### src/rtl/register_load_arbiter_if.sv
// Handshake and data bundle between the requesters and the shared-register load arbiter.
interface register_load_arbiter_if #(
    parameter int unsigned WIDTH = 8
);
    logic [3:0]         req;
    logic [4*WIDTH-1:0] data_in;
    logic               carga;
    logic [WIDTH-1:0]   load_data;
    logic [3:0]         gnt;
    logic [3:0]         ack;
    logic               busy;
    logic [WIDTH-1:0]   Q;

    modport master (
        output req,
        output data_in,
        input  carga,
        input  load_data,
        input  gnt,
        input  ack,
        input  busy,
        input  Q
    );

    modport slave (
        input  req,
        input  data_in,
        output carga,
        output load_data,
        output gnt,
        output ack,
        output busy,
        output Q
    );
endinterface

### src/rtl/register_load_arbiter.sv
// Round-robin arbiter granting one of four requesters a one-cycle load into a shared register.
module register_load_arbiter #(
    parameter int unsigned WIDTH = 8
) (
    input logic                   clk,
    input logic                   reset_async,
    register_load_arbiter_if.slave bus
);
    typedef enum logic [1:0] {StIdle, StLoad, StAck} state_e;

    state_e           state_q, state_d;
    logic [WIDTH-1:0] q_q, q_d;
    logic [WIDTH-1:0] load_data_q, load_data_d;
    logic             carga_q, carga_d;
    logic [3:0]       gnt_q, gnt_d;
    logic [3:0]       ack_q, ack_d;
    logic             busy_q;
    logic [1:0]       rr_ptr_q, rr_ptr_d;
    logic [1:0]       win_q, win_d;

    logic             win_found;
    logic [1:0]       win_idx;
    logic [1:0]       cand;

    // First set request bit searching upward from rr_ptr, wrapping modulo 4.
    always_comb begin
        win_found = 1'b0;
        win_idx   = 2'd0;
        cand      = 2'd0;
        for (int i = 0; i < 4; i++) begin
            cand = rr_ptr_q + 2'(i);
            if (!win_found && bus.req[cand]) begin
                win_found = 1'b1;
                win_idx   = cand;
            end
        end
    end

    always_comb begin
        state_d     = state_q;
        q_d         = q_q;
        load_data_d = load_data_q;
        carga_d     = carga_q;
        gnt_d       = gnt_q;
        ack_d       = ack_q;
        rr_ptr_d    = rr_ptr_q;
        win_d       = win_q;
        unique case (state_q)
            StIdle: begin
                if (win_found) begin
                    gnt_d       = 4'b0001 << win_idx;
                    load_data_d = bus.data_in[int'(win_idx)*WIDTH +: WIDTH];
                    carga_d     = 1'b1;
                    win_d       = win_idx;
                    state_d     = StLoad;
                end
            end
            StLoad: begin
                q_d      = load_data_q;
                carga_d  = 1'b0;
                ack_d    = gnt_q;
                rr_ptr_d = win_q + 2'd1;
                state_d  = StAck;
            end
            StAck: begin
                ack_d   = 4'b0000;
                gnt_d   = 4'b0000;
                state_d = StIdle;
            end
            default: state_d = StIdle;
        endcase
    end

    always_ff @(posedge clk or negedge reset_async) begin
        if (!reset_async) begin
            state_q     <= StIdle;
            q_q         <= '0;
            load_data_q <= '0;
            carga_q     <= 1'b0;
            gnt_q       <= 4'b0000;
            ack_q       <= 4'b0000;
            busy_q      <= 1'b0;
            rr_ptr_q    <= 2'd0;
            win_q       <= 2'd0;
        end else begin
            state_q     <= state_d;
            q_q         <= q_d;
            load_data_q <= load_data_d;
            carga_q     <= carga_d;
            gnt_q       <= gnt_d;
            ack_q       <= ack_d;
            busy_q      <= (state_d != StIdle);
            rr_ptr_q    <= rr_ptr_d;
            win_q       <= win_d;
        end
    end

    assign bus.Q         = q_q;
    assign bus.load_data = load_data_q;
    assign bus.carga     = carga_q;
    assign bus.gnt       = gnt_q;
    assign bus.ack       = ack_q;
    assign bus.busy      = busy_q;
endmodule

### src/flat_wrapper.sv
// flat-port wrapper written by rule: the top's interface ports become plain ports
module register_load_arbiter_flat 
#(
    parameter int unsigned WIDTH = 8
)
  (clk, reset_async, bus_req, bus_data_in, bus_carga, bus_load_data, bus_gnt, bus_ack, bus_busy, bus_Q);
  register_load_arbiter_if #(.WIDTH(WIDTH)) bus_i ();
  input logic clk;
  input logic reset_async;
  input wire logic [$bits(bus_i.req)-1:0] bus_req;
  input wire logic [$bits(bus_i.data_in)-1:0] bus_data_in;
  output wire logic [$bits(bus_i.carga)-1:0] bus_carga;
  output wire logic [$bits(bus_i.load_data)-1:0] bus_load_data;
  output wire logic [$bits(bus_i.gnt)-1:0] bus_gnt;
  output wire logic [$bits(bus_i.ack)-1:0] bus_ack;
  output wire logic [$bits(bus_i.busy)-1:0] bus_busy;
  output wire logic [$bits(bus_i.Q)-1:0] bus_Q;
  assign bus_i.req = bus_req;
  assign bus_i.data_in = bus_data_in;
  assign bus_carga = bus_i.carga;
  assign bus_load_data = bus_i.load_data;
  assign bus_gnt = bus_i.gnt;
  assign bus_ack = bus_i.ack;
  assign bus_busy = bus_i.busy;
  assign bus_Q = bus_i.Q;
  register_load_arbiter #(.WIDTH(WIDTH)) u_core (.clk(clk), .reset_async(reset_async), .bus(bus_i));
endmodule
### config.mk
export PLATFORM = sky130hd
export DESIGN_NAME = register_load_arbiter_flat
export DESIGN_NICKNAME = d
export VERILOG_FILES = /design/src/rtl/register_load_arbiter_if.sv /design/src/rtl/register_load_arbiter.sv /design/src/flat_wrapper.sv
export SDC_FILE = /design/constraint.sdc
export NUM_CORES = 1
export LEC_CHECK = 0
export CAP_MARGIN = 20
export CORE_UTILIZATION = 38
export CTS_BUF_LIST = sky130_fd_sc_hd__clkbuf_4
export CTS_CLUSTER_DIAMETER = 120
export DETAILED_ROUTE_END_ITERATION = 6
export HOLD_SLACK_MARGIN = 0.05
export PLACE_DENSITY = 0.83
export SLEW_MARGIN = 20
export SYNTH_ARGS = -nofsm -noshare
export SYNTH_HDL_FRONTEND = slang
export SYNTH_SLANG_ARGS = --single-unit
### constraint.sdc
create_clock -name clk -period 2.1 [get_ports clk]
set_clock_uncertainty 0.1 [all_clocks]
set_input_delay 0.42 -clock clk [delete_from_list [all_inputs] [get_ports clk]]
set_output_delay 0.42 -clock clk [all_outputs]
set_load 0.01 [all_outputs]
Word level (Yosys, flattened, before mapping)
Index checks and enable logic that the tools add are counted.
- bits in registers: 32
- input port bits: 38
- output and inout port bits: 26
- logic and storage cells: 59
- add/subtract/negate cells: 4
- magnitude comparators: 4
- eq/ne operators: 3
- shift-type cells: 2
- multiplexer cells: 23
- reductions and logical operators: 14
- operators by type and width (kind ; number):
    $shiftx A32 B6 Y8 ; 1
    $pmux W4 S2 ; 2
    $lt A2 B3 Y1 const B ; 4
    $mux W2 ; 5
    $mux W1 ; 9
    $bmux W1 S2 ; 4
    $reduce_bool A2 Y1 ; 4
    $reduce_and A2 Y1 ; 3
    $add A2 B1 Y2 const B ; 2
    $add A2 B2 Y2 const B ; 2
    $mux W4 ; 1
    $pmux W2 S2 ; 1
    $shl A1 B2 Y4 const A ; 1
    $logic_and A1 B1 Y1 ; 3
    $logic_not A1 Y1 ; 3
    $eq A2 B1 Y1 const B ; 1
    $eq A2 B2 Y1 const B ; 1
    $logic_not A2 Y1 ; 1
    $ne A2 B1 Y1 const B ; 1
    $pmux W1 S2 ; 1

Depth between registers and ports, before layout
Gate-level depths: netlist of the first run.
- depth in word-level cells: 15
- depth in mapped cells: 6
- gate-level depth less buffers: 6

Worst setup path before layout of the first run
No wires, ideal clock.
- path kind: reg2reg
- from: register u_core.state_q[1]
- to: register u_core.q_q[3], in the netlist u_core.bus.Q[3]
- setup time: 0.125 ns
- arrival: 1.328 ns
- required time: 1.875 ns
- path slack: 0.547 ns
- cell stages (with the launch flop): 5
- period minus slack after synthesis: 1.553 ns
- path through: dfrtp_1 -> inv_1 -> ha_1 -> clkbuf_1 -> mux2_2
- longest elaborated chain between the ends: 1
- RTL lines (item ; line ; RTL):
    start, declared ; register_load_arbiter.sv:11 ; state_e state_q, state_d;
    start signal, assigned ; register_load_arbiter.sv:76 ; state_q <= StIdle;
    start signal, assigned ; register_load_arbiter.sv:86 ; state_q <= state_d;
    $eq A2 B1 Y1 ; register_load_arbiter.sv:48 ; unique case (state_q)
    end signal, assigned ; register_load_arbiter.sv:87 ; q_q <= q_d;
    end, declared ; register_load_arbiter.sv:12 ; logic [WIDTH-1:0] q_q, q_d;
Every way passes these cells.
A chain may end at the register's enable or synchronous reset.

Worst setup path in the final report of the first run
- from: input port bus_req[0]
- to: register u_core.load_data_q[4], in the netlist u_core.bus.load_data[4]
- longest elaborated chain between the ends: 13
- RTL lines (item ; line ; RTL):
    start, declared ; flat_wrapper.sv:10 ; input wire logic [$bits(bus_i.req)-1:0] bus_req;
    $bmux W1 S2 ; register_load_arbiter.sv:32 ; if (!win_found && bus.req[cand]) begin
    $mux W1 (implied by the code) ; register_load_arbiter.sv:32 ;
    $mux W1 ; register_load_arbiter.sv:32 ;
    $logic_not A1 Y1 ; register_load_arbiter.sv:32 ;
    $logic_and A1 B1 Y1 ; register_load_arbiter.sv:32 ;
    $mux W1 ; register_load_arbiter.sv:32 ;
    $logic_not A1 Y1 ; register_load_arbiter.sv:32 ;
    $logic_and A1 B1 Y1 ; register_load_arbiter.sv:32 ;
    $mux W1 ; register_load_arbiter.sv:32 ;
    $logic_not A1 Y1 ; register_load_arbiter.sv:32 ;
    $logic_and A1 B1 Y1 ; register_load_arbiter.sv:32 ;
    $mux W2 or $mux W1 (tied branches) ; register_load_arbiter.sv:32 ;
    $shiftx A32 B6 Y8 or $reduce_and A2 Y1 (tied branches) ; n/a ;
    end signal, assigned ; register_load_arbiter.sv:88 ; load_data_q <= load_data_d;
    end, declared ; register_load_arbiter.sv:13 ; logic [WIDTH-1:0] load_data_q, load_data_d;
Several ways; a longest one is shown, not always the timed one. The select of a mux whose other input is x is not followed.

==> reports/qor.csv, run 1 <==
stage,metric,value,unit
layout,Fill cells,344,
run,max_cap viols,0,
yosys,Syn Area/Cell,10.5,sq um
global_route,first-pass GRT wire length,6310,um
routing,drc violations,0,
power,Flop pwr share,34.7,%
layout,Post-Route Utilization,60.3,%
clocking,clk buf depth,2,
timing,worst setup margin,191,ps
yosys,most frequent cells after synthesis,"dfrtp_1, nor2_1, nand2_1, o21ai_0",
yosys,adder-cell share of the synthesized area,2.35,%
layout,Layout area overhead,51.9,%
floorplan,Die H,66.9,um
placed_design,placed cell areas,2380,sq um
setup_path,flop2flop setup slack,370,ps
yosys,Synth Area in XOR/XNOR,0.548,%
power,PwrDens,1310,nW/um^2
clocking,clk sinks,32,
clocking,Post-CTS Hold Fix Bufs,0,
setup_path,critical path type,in2reg,
floorplan,Initial Util,39.7,%
global_route,number of global-route vias before repair,1430,
placed_design,GP Congestion,0.834,
run_status,outcome,"finished, final reports clean",
layout,"Design Area, Final",2430,sq um
yosys,syn nets,193,
power,maximum vdd drop,526,uV
yosys,largest family of logic cells by synthesized area,compound AO/OA/AOI/OAI gates,
yosys,Synth cell types,36,
power,clock share of power,9.4,%
global_route,largest net degree at the start of global routing,33,
power,Sw Ratio,37.3,%
yosys,"EDFF count, synth",0,
setup_path,reg2reg start,u_core.rr_ptr_q[1],
yosys,Synth Area in Simple Gates,12.0,%
yosys,Syn Std Cell Area,1600,sq um
setup_path,crit path to,u_core.bus.load_data[4],
routing,Final ANT Viol Nets,0,
layout,ANT cells,0,
clocking,worst skew pair latency,320,ps
clocking,htree depth,2,
setup_path,reg2reg path depth,5,
power,NetSw,1.19,mW
timing,actual slew at the worst max-slew pin,636,ps
clocking,TritonCTS clock tree,done,
timing,RSZ-0062 raised after global routing,no,
timing,Max Freq,524,MHz
timing,final setup TNS,0,ps
yosys,most common cell in the synthesized netlist,dfrtp_1,
yosys,Mapped Cells,152,
setup_path,Critical Path End Type,flip-flop,
yosys,area share of the largest cell type after synthesis,50.1,%
clocking,Num CTS Buffers,5,
setup_path,R2R Path End,u_core.bus.load_data[4],
timing,max-slew violations,0,
setup_path,Worst EP arrival,2010,ps
setup_path,Worst setup SP type,input port,
setup_path,Critical Path Source,bus_req[0],
layout,register area,801,sq um
yosys,Area contributors post-synth,"dfrtp_1, mux2i_1, mux2_2",
yosys,Synth Area in Compound Gates,19.0,%
floorplan,I/O pin count,64,
timing,Slew HR,57.6,%
clocking,"Reg clk slew, reported paths",90,ps
setup_path,Max Fanout on Critical Path,10,
timing,endpoints failing setup,0,
yosys,synth warn,0,
routing,DR iter-0 viols,74,
routing,routed vias,1427,
timing,period utilization,90.9,%
layout,nets@finish,273,
routing,"wirelength, routed",3780,um
layout,fraction of layout cells with a size suffix above 1,15.7,%
placed_design,Setup WS pre-CTS,-251,ps
power,P_leak,1.03,nW
routing,wire per inst,13.5,um
yosys,Yosys reg bits,32,
global_route,Tot GR Track Use,18.7,%
yosys,sequential share of the synthesized area,50.1,%
floorplan,DIE WIDTH,66.9,um
yosys,Main synth FF type,dfrtp_1,
yosys,cell taking the most area after synthesis,dfrtp_1,
placed_design,IO Port Bufs,63,
power,cell-internal power,2.00,mW
yosys,post-synthesis mux area share,11.3,%
yosys,ys async rst share,100,%
floorplan,die area,4470,sq um
floorplan,Rows,23,
layout,multi-input logic area,731,sq um
global_route,global route overflow,0,
floorplan,Core Box Area,4030,sq um
global_route,antenna violations before repair,0,
timing,Final Hold Viols,0,
placed_design,hpwl dp,2820,um
power,Comb power frac,55.9,%
routing,Vias/cell,5.10,
clocking,clk root buf,clkbuf_4,
power,Tot Pwr,3.19,mW
routing,Detailed Routing Iterations Pass 1,5,
worst_hold_path,Hold Crit Class,in2async,
setup_path,"Data required, critical path",2200,ps
timing,Final min period,1910,ps
==> worst min-delay path by stage <==
stage                         start                       to  slack [ps]
floorplan               reset_async          u_core.bus.Q[0]          20
global placement    u_core.win_q[1]          u_core.win_q[1]         380
detailed placement  u_core.win_q[1]          u_core.win_q[1]         390
CTS                     reset_async          u_core.bus.Q[1]         390
global route            reset_async  u_core.bus.load_data[1]         420
finish                  reset_async          u_core.bus.busy         370
==> logic make-up (layout without fill, tap and decap cells) <==
kind of cell	after synthesis	in the layout
fa+ha+maj	3	3
mux	17	17
xor+xnor	1	1
flops	32	32
compound gates	43	43
buf+inv	15	93
simple gates	41	41
==> final cells by class <==
type                       count  area share (%)
multi-input combinational    105            30.1
inverter                       9            1.39
clock buffer                   5            1.55
timing repair buffer          79            31.4
sequential                    32            33.0
tap                           50            2.58
==> power by group through the flow <==
stage	registers [mW]	clock network, mW	logic (mW)
2_1_floorplan	1.17	0	0.913
3_3_place_gp	1.11	0	1.74
3_5_place_dp	1.12	0	1.79
4_1_cts	1.11	0.310	1.80
5_1_grt	1.14	0.336	1.96
6_report	1.11	0.300	1.79
==> sequential cells by signal, summed over array words and instances (netlist names) <==
name,cells
u_core.state_q,2
u_core.rr_ptr_q,2
u_core.win_q,2
u_core.bus.ack,4
u_core.bus.carga,1
u_core.bus.busy,1
u_core.bus.Q,8
u_core.bus.gnt,4
u_core.bus.load_data,8
==> through the flow <==
step / hold WS [ps] / instances
floorplan: 24.4 / 152
global placement: 377 / 275
detailed placement: 386 / 275
CTS: 388 / 280
global route: 421 / 280
finish: 373 / 280
==> cells in the final DEF, fill, tap and decap left out, types with 3 or more instances in the layout <==
cell type / instances
mux2i_1: 9
a221oi_1: 8
nor2_1: 18
clkbuf_4: 5
ha_1: 3
a21oi_1: 4
nand3b_1: 4
clkdlybuf4s50_1: 63
dfrtp_1: 32
o22ai_1: 8
nand2_1: 10
buf_4: 15
mux2_2: 8
o21ai_0: 10
inv_1: 9
==> critical path, cell delays in order <==
cell             delay [ps]
clkdlybuf4s50_1         590
nor2b_1                 240
a21oi_2                  70
o221ai_2                210
buf_12                  180
mux2i_1                 210
o22ai_1                 100
==> repair_timing <==
action                                  4_1_cts  5_1_grt
endpoints found under the setup margin        0        8
gates resized for setup                       0        1
buffers inserted                              0        0
endpoints found under the hold margin         0        0
==> layer usage <==
layer	track usage (%)	share of wire, %	vias up
met1	23.0	43	662
met5	0	0	-
li1	-	-	702
met3	6.85	7.9	7
met2	30.8	48	56
met4	4.52	1.1	0
No activity file was read; power rests on OpenSTA's default activity.
==> run 2, diff against run 1 <==
TNS_END_PERCENT = 5   (was default)
==> results of run 2 <==
No change in the layout: final DEF, timing and power equal those of run 1.
==> run 3, diff against run 2 <==
clock period = 1.86 ns   (was 2.1 ns; I/O delays follow)
==> run 3 against run 2 <==
Effect of this change:
- routed wire length up 4.6%
- critical path depth unchanged
- first-iteration DRC count down 4.1%
- critical path type unchanged
- sequential cell count unchanged
- worst setup slack worse by 110 ps
- die area unchanged
- sequential power up 13%
- register-to-register slack worse by 230 ps
- critical endpoint is now u_core.bus.gnt[3]
==> reports/qor.csv, run 3 (synthesized netlist as in run 1, its figures left out) <==
stage,metric,value,unit,change
run_status,outcome,"finished, final reports clean",,unchanged
routing,DR iter-0 viols,71,,was 74
timing,Final min period,1780,ps,
placed_design,GP Congestion,0.830,,was 0.834
setup_path,"Data required, critical path",2030,ps,was 2200 ps
setup_path,max incr delay on CP,570,ps,was 590 ps
global_route,antenna violations before repair,0,,unchanged
routing,wire per inst,13.9,um,was 13.5 um
global_route,first-pass GRT wire length,6340,um,was 6310 um
floorplan,I/O pin count,64,,unchanged
clocking,"Reg clk slew, reported paths",100,ps,was 90 ps
layout,fraction of layout cells with a size suffix above 1,18.3,%,was 15.7%
power,Tot Pwr,3.72,mW,was 3.19 mW
setup_path,crit-path leading delay family,buffers and inverters,,unchanged
global_route,largest net degree at the start of global routing,33,,unchanged
floorplan,Initial Util,39.7,%,unchanged
layout,nets@finish,275,,was 273
floorplan,Die H,66.9,um,unchanged
placed_design,IO Port Bufs,63,,unchanged
setup_path,Max Fanout on Critical Path,10,,unchanged
routing,Vias/cell,5.07,,was 5.10
clocking,clk sinks,32,,unchanged
setup_path,worst path cell trace,clkdlybuf4s50_1 > inv_1 > a21oi_2 > o221ai_2 > buf_12 > or3_1 > o21ai_2,,was clkdlybuf4s50_1 > nor2b_1 > a21oi_2 > o221ai_2 > buf_12 > mux2i_1 > o22ai_1
setup_path,cell depth of the worst setup path,7,,unchanged
clocking,worst skew pair latency,340,ps,was 320 ps
layout,Layout area overhead,54.7,%,was 51.9%
floorplan,Core Box Area,4030,sq um,unchanged
clocking,TritonCTS clock tree,done,,unchanged
setup_path,reg2reg path depth,5,,unchanged
timing,max-slew violations,0,,unchanged
global_route,number of global-route vias before repair,1373,,was 1430
layout,"commonest cells after routing, fill and taps aside","clkdlybuf4s50_1, dfrtp_1, nor2_1, buf_4",,"was clkdlybuf4s50_1, dfrtp_1, nor2_1"
setup_path,Worst EP arrival,1950,ps,was 2010 ps
timing,period utilization,95.5,%,
power,P_leak,1.06,nW,was 1.03 nW
worst_hold_path,Hold Crit Class,in2async,,unchanged
floorplan,die area,4470,sq um,unchanged
routing,Final ANT Viol Nets,0,,unchanged
global_route,Tot GR Track Use,19.8,%,was 18.7%
global_route,global route overflow,0,,unchanged
placed_design,hpwl dp,2940,um,was 2820 um
timing,RSZ-0062 raised after global routing,no,,unchanged
timing,actual slew at the worst max-slew pin,497,ps,was 636 ps
clocking,setup bufs post-CTS,0,,unchanged
routing,drc violations,0,,unchanged
setup_path,critical path type,in2reg,,unchanged
setup_path,Critical path buffers and inverters,3,,was 2
layout,"most common cell after layout, fill and taps aside",clkdlybuf4s50_1,,unchanged
clocking,clk root buf,clkbuf_4,,unchanged
timing,Slew HR,66.8,%,was 57.6%
power,maximum vdd drop,773,uV,was 526 uV
timing,Final Hold Viols,0,,unchanged
setup_path,Critical Path End Type,flip-flop,,unchanged
setup_path,"Slowest-stage cell, CP",clkdlybuf4s50_1,,unchanged
clocking,htree depth,2,,unchanged
layout,ANT cells,0,,unchanged
floorplan,DIE WIDTH,66.9,um,unchanged
floorplan,Rows,23,,unchanged
run,max_cap viols,0,,unchanged
timing,final setup TNS,0,ps,unchanged
clocking,clk buf depth,2,,unchanged
routing,Detailed Routing Iterations Pass 1,4,,was 5
clocking,Num CTS Buffers,5,,unchanged
power,PwrDens,1500,nW/um^2,was 1310 nW/um^2
setup_path,Worst setup SP type,input port,,unchanged
routing,"wirelength, routed",3960,um,was 3780 um
timing,endpoints failing setup,0,,unchanged
timing,Max Freq,563,MHz,
routing,routed vias,1445,,was 1427
## run 3: cell types whose count changed in the layout (fill, tap and decap cells not counted), sizes merged
cell and change:
buf +2, dlygate4sd2 +1, clkbuf +2, clkinv +1
clkdlybuf4s50 -2, dlymetal6s2s +1
## run 3: final timing paths
| path | start | to | slack (ps) |
|---|---|---|---|
| max in group asynchronous | reset_async | u_core.win_q[1] | 1050 |
| worst min register to register | u_core.win_q[0] | u_core.rr_ptr_q[0] | 390 |
| worst max-delay path | bus_req[1] | u_core.bus.gnt[3] | 80 |
| worst min-delay path | reset_async | u_core.bus.carga | 320 |
| min in group clk | u_core.win_q[0] | u_core.rr_ptr_q[0] | 390 |
| worst max register to register | u_core.rr_ptr_q[1] | u_core.bus.load_data[2] | 140 |
## run 3: area by class of cell
type	count	area, sq um
Fill cell	339	1560
Tap cell	50	62.6
Multi-Input combinational cell	105	741
Sequential cell	32	801
Inverter	9	33.8
Clock inverter	1	3.75
Timing Repair Buffer	81	779
Clock buffer	7	52.6
## run 3: report_power, final
group	internal, mW	switching (mW)	total (mW)
Combinational	1.14	0.912	2.05
Clock	0.174	0.238	0.413
Sequential	1.02	0.235	1.25
Total	2.33	1.38	3.72
## run 3: per-layer routing
layer / routed length (um) / up-vias / global-route usage [%]
li1: - / 717 / -
met1: 1720 / 668 / 26.2
met2: 1930 / 53 / 30.2
met3: 236 / 7 / 4.97
met4: 68 / 0 / 8.78
met5: 0 / - / 0
## run 3: worst register-to-register path, stage by stage (launching register included)
cell	delay (ps)
dfrtp_1	540
nor2_1	90
a21oi_1	240
o31ai_4	180
a221oi_1	340
o22ai_1	110
## run 3: timing repair
| item | 4_1_cts | 5_1_grt |
|---|---|---|
| endpoints found under the setup margin | 10 | 6 |
| gates resized for setup | 2 | 5 |
| gates cloned | 0 | 0 |
| hold buffers | 0 | 0 |
## run 3: metrics by stage
step / utilization [%] / setup WS (ps) / hold WS, ps / area [sq um] / instances
2_1_floorplan: - / 307 / -23.6 / 1600 / 152
3_3_place_gp: 59.5 / -371 / 378 / 2400 / 277
3_5_place_dp: 59.5 / -436 / 381 / 2400 / 277
4_1_cts: 61.1 / 55.6 / 330 / 2460 / 285
5_1_grt: 61.4 / 22.1 / 348 / 2470 / 285
6_report: 61.4 / 84.4 / 318 / 2470 / 285
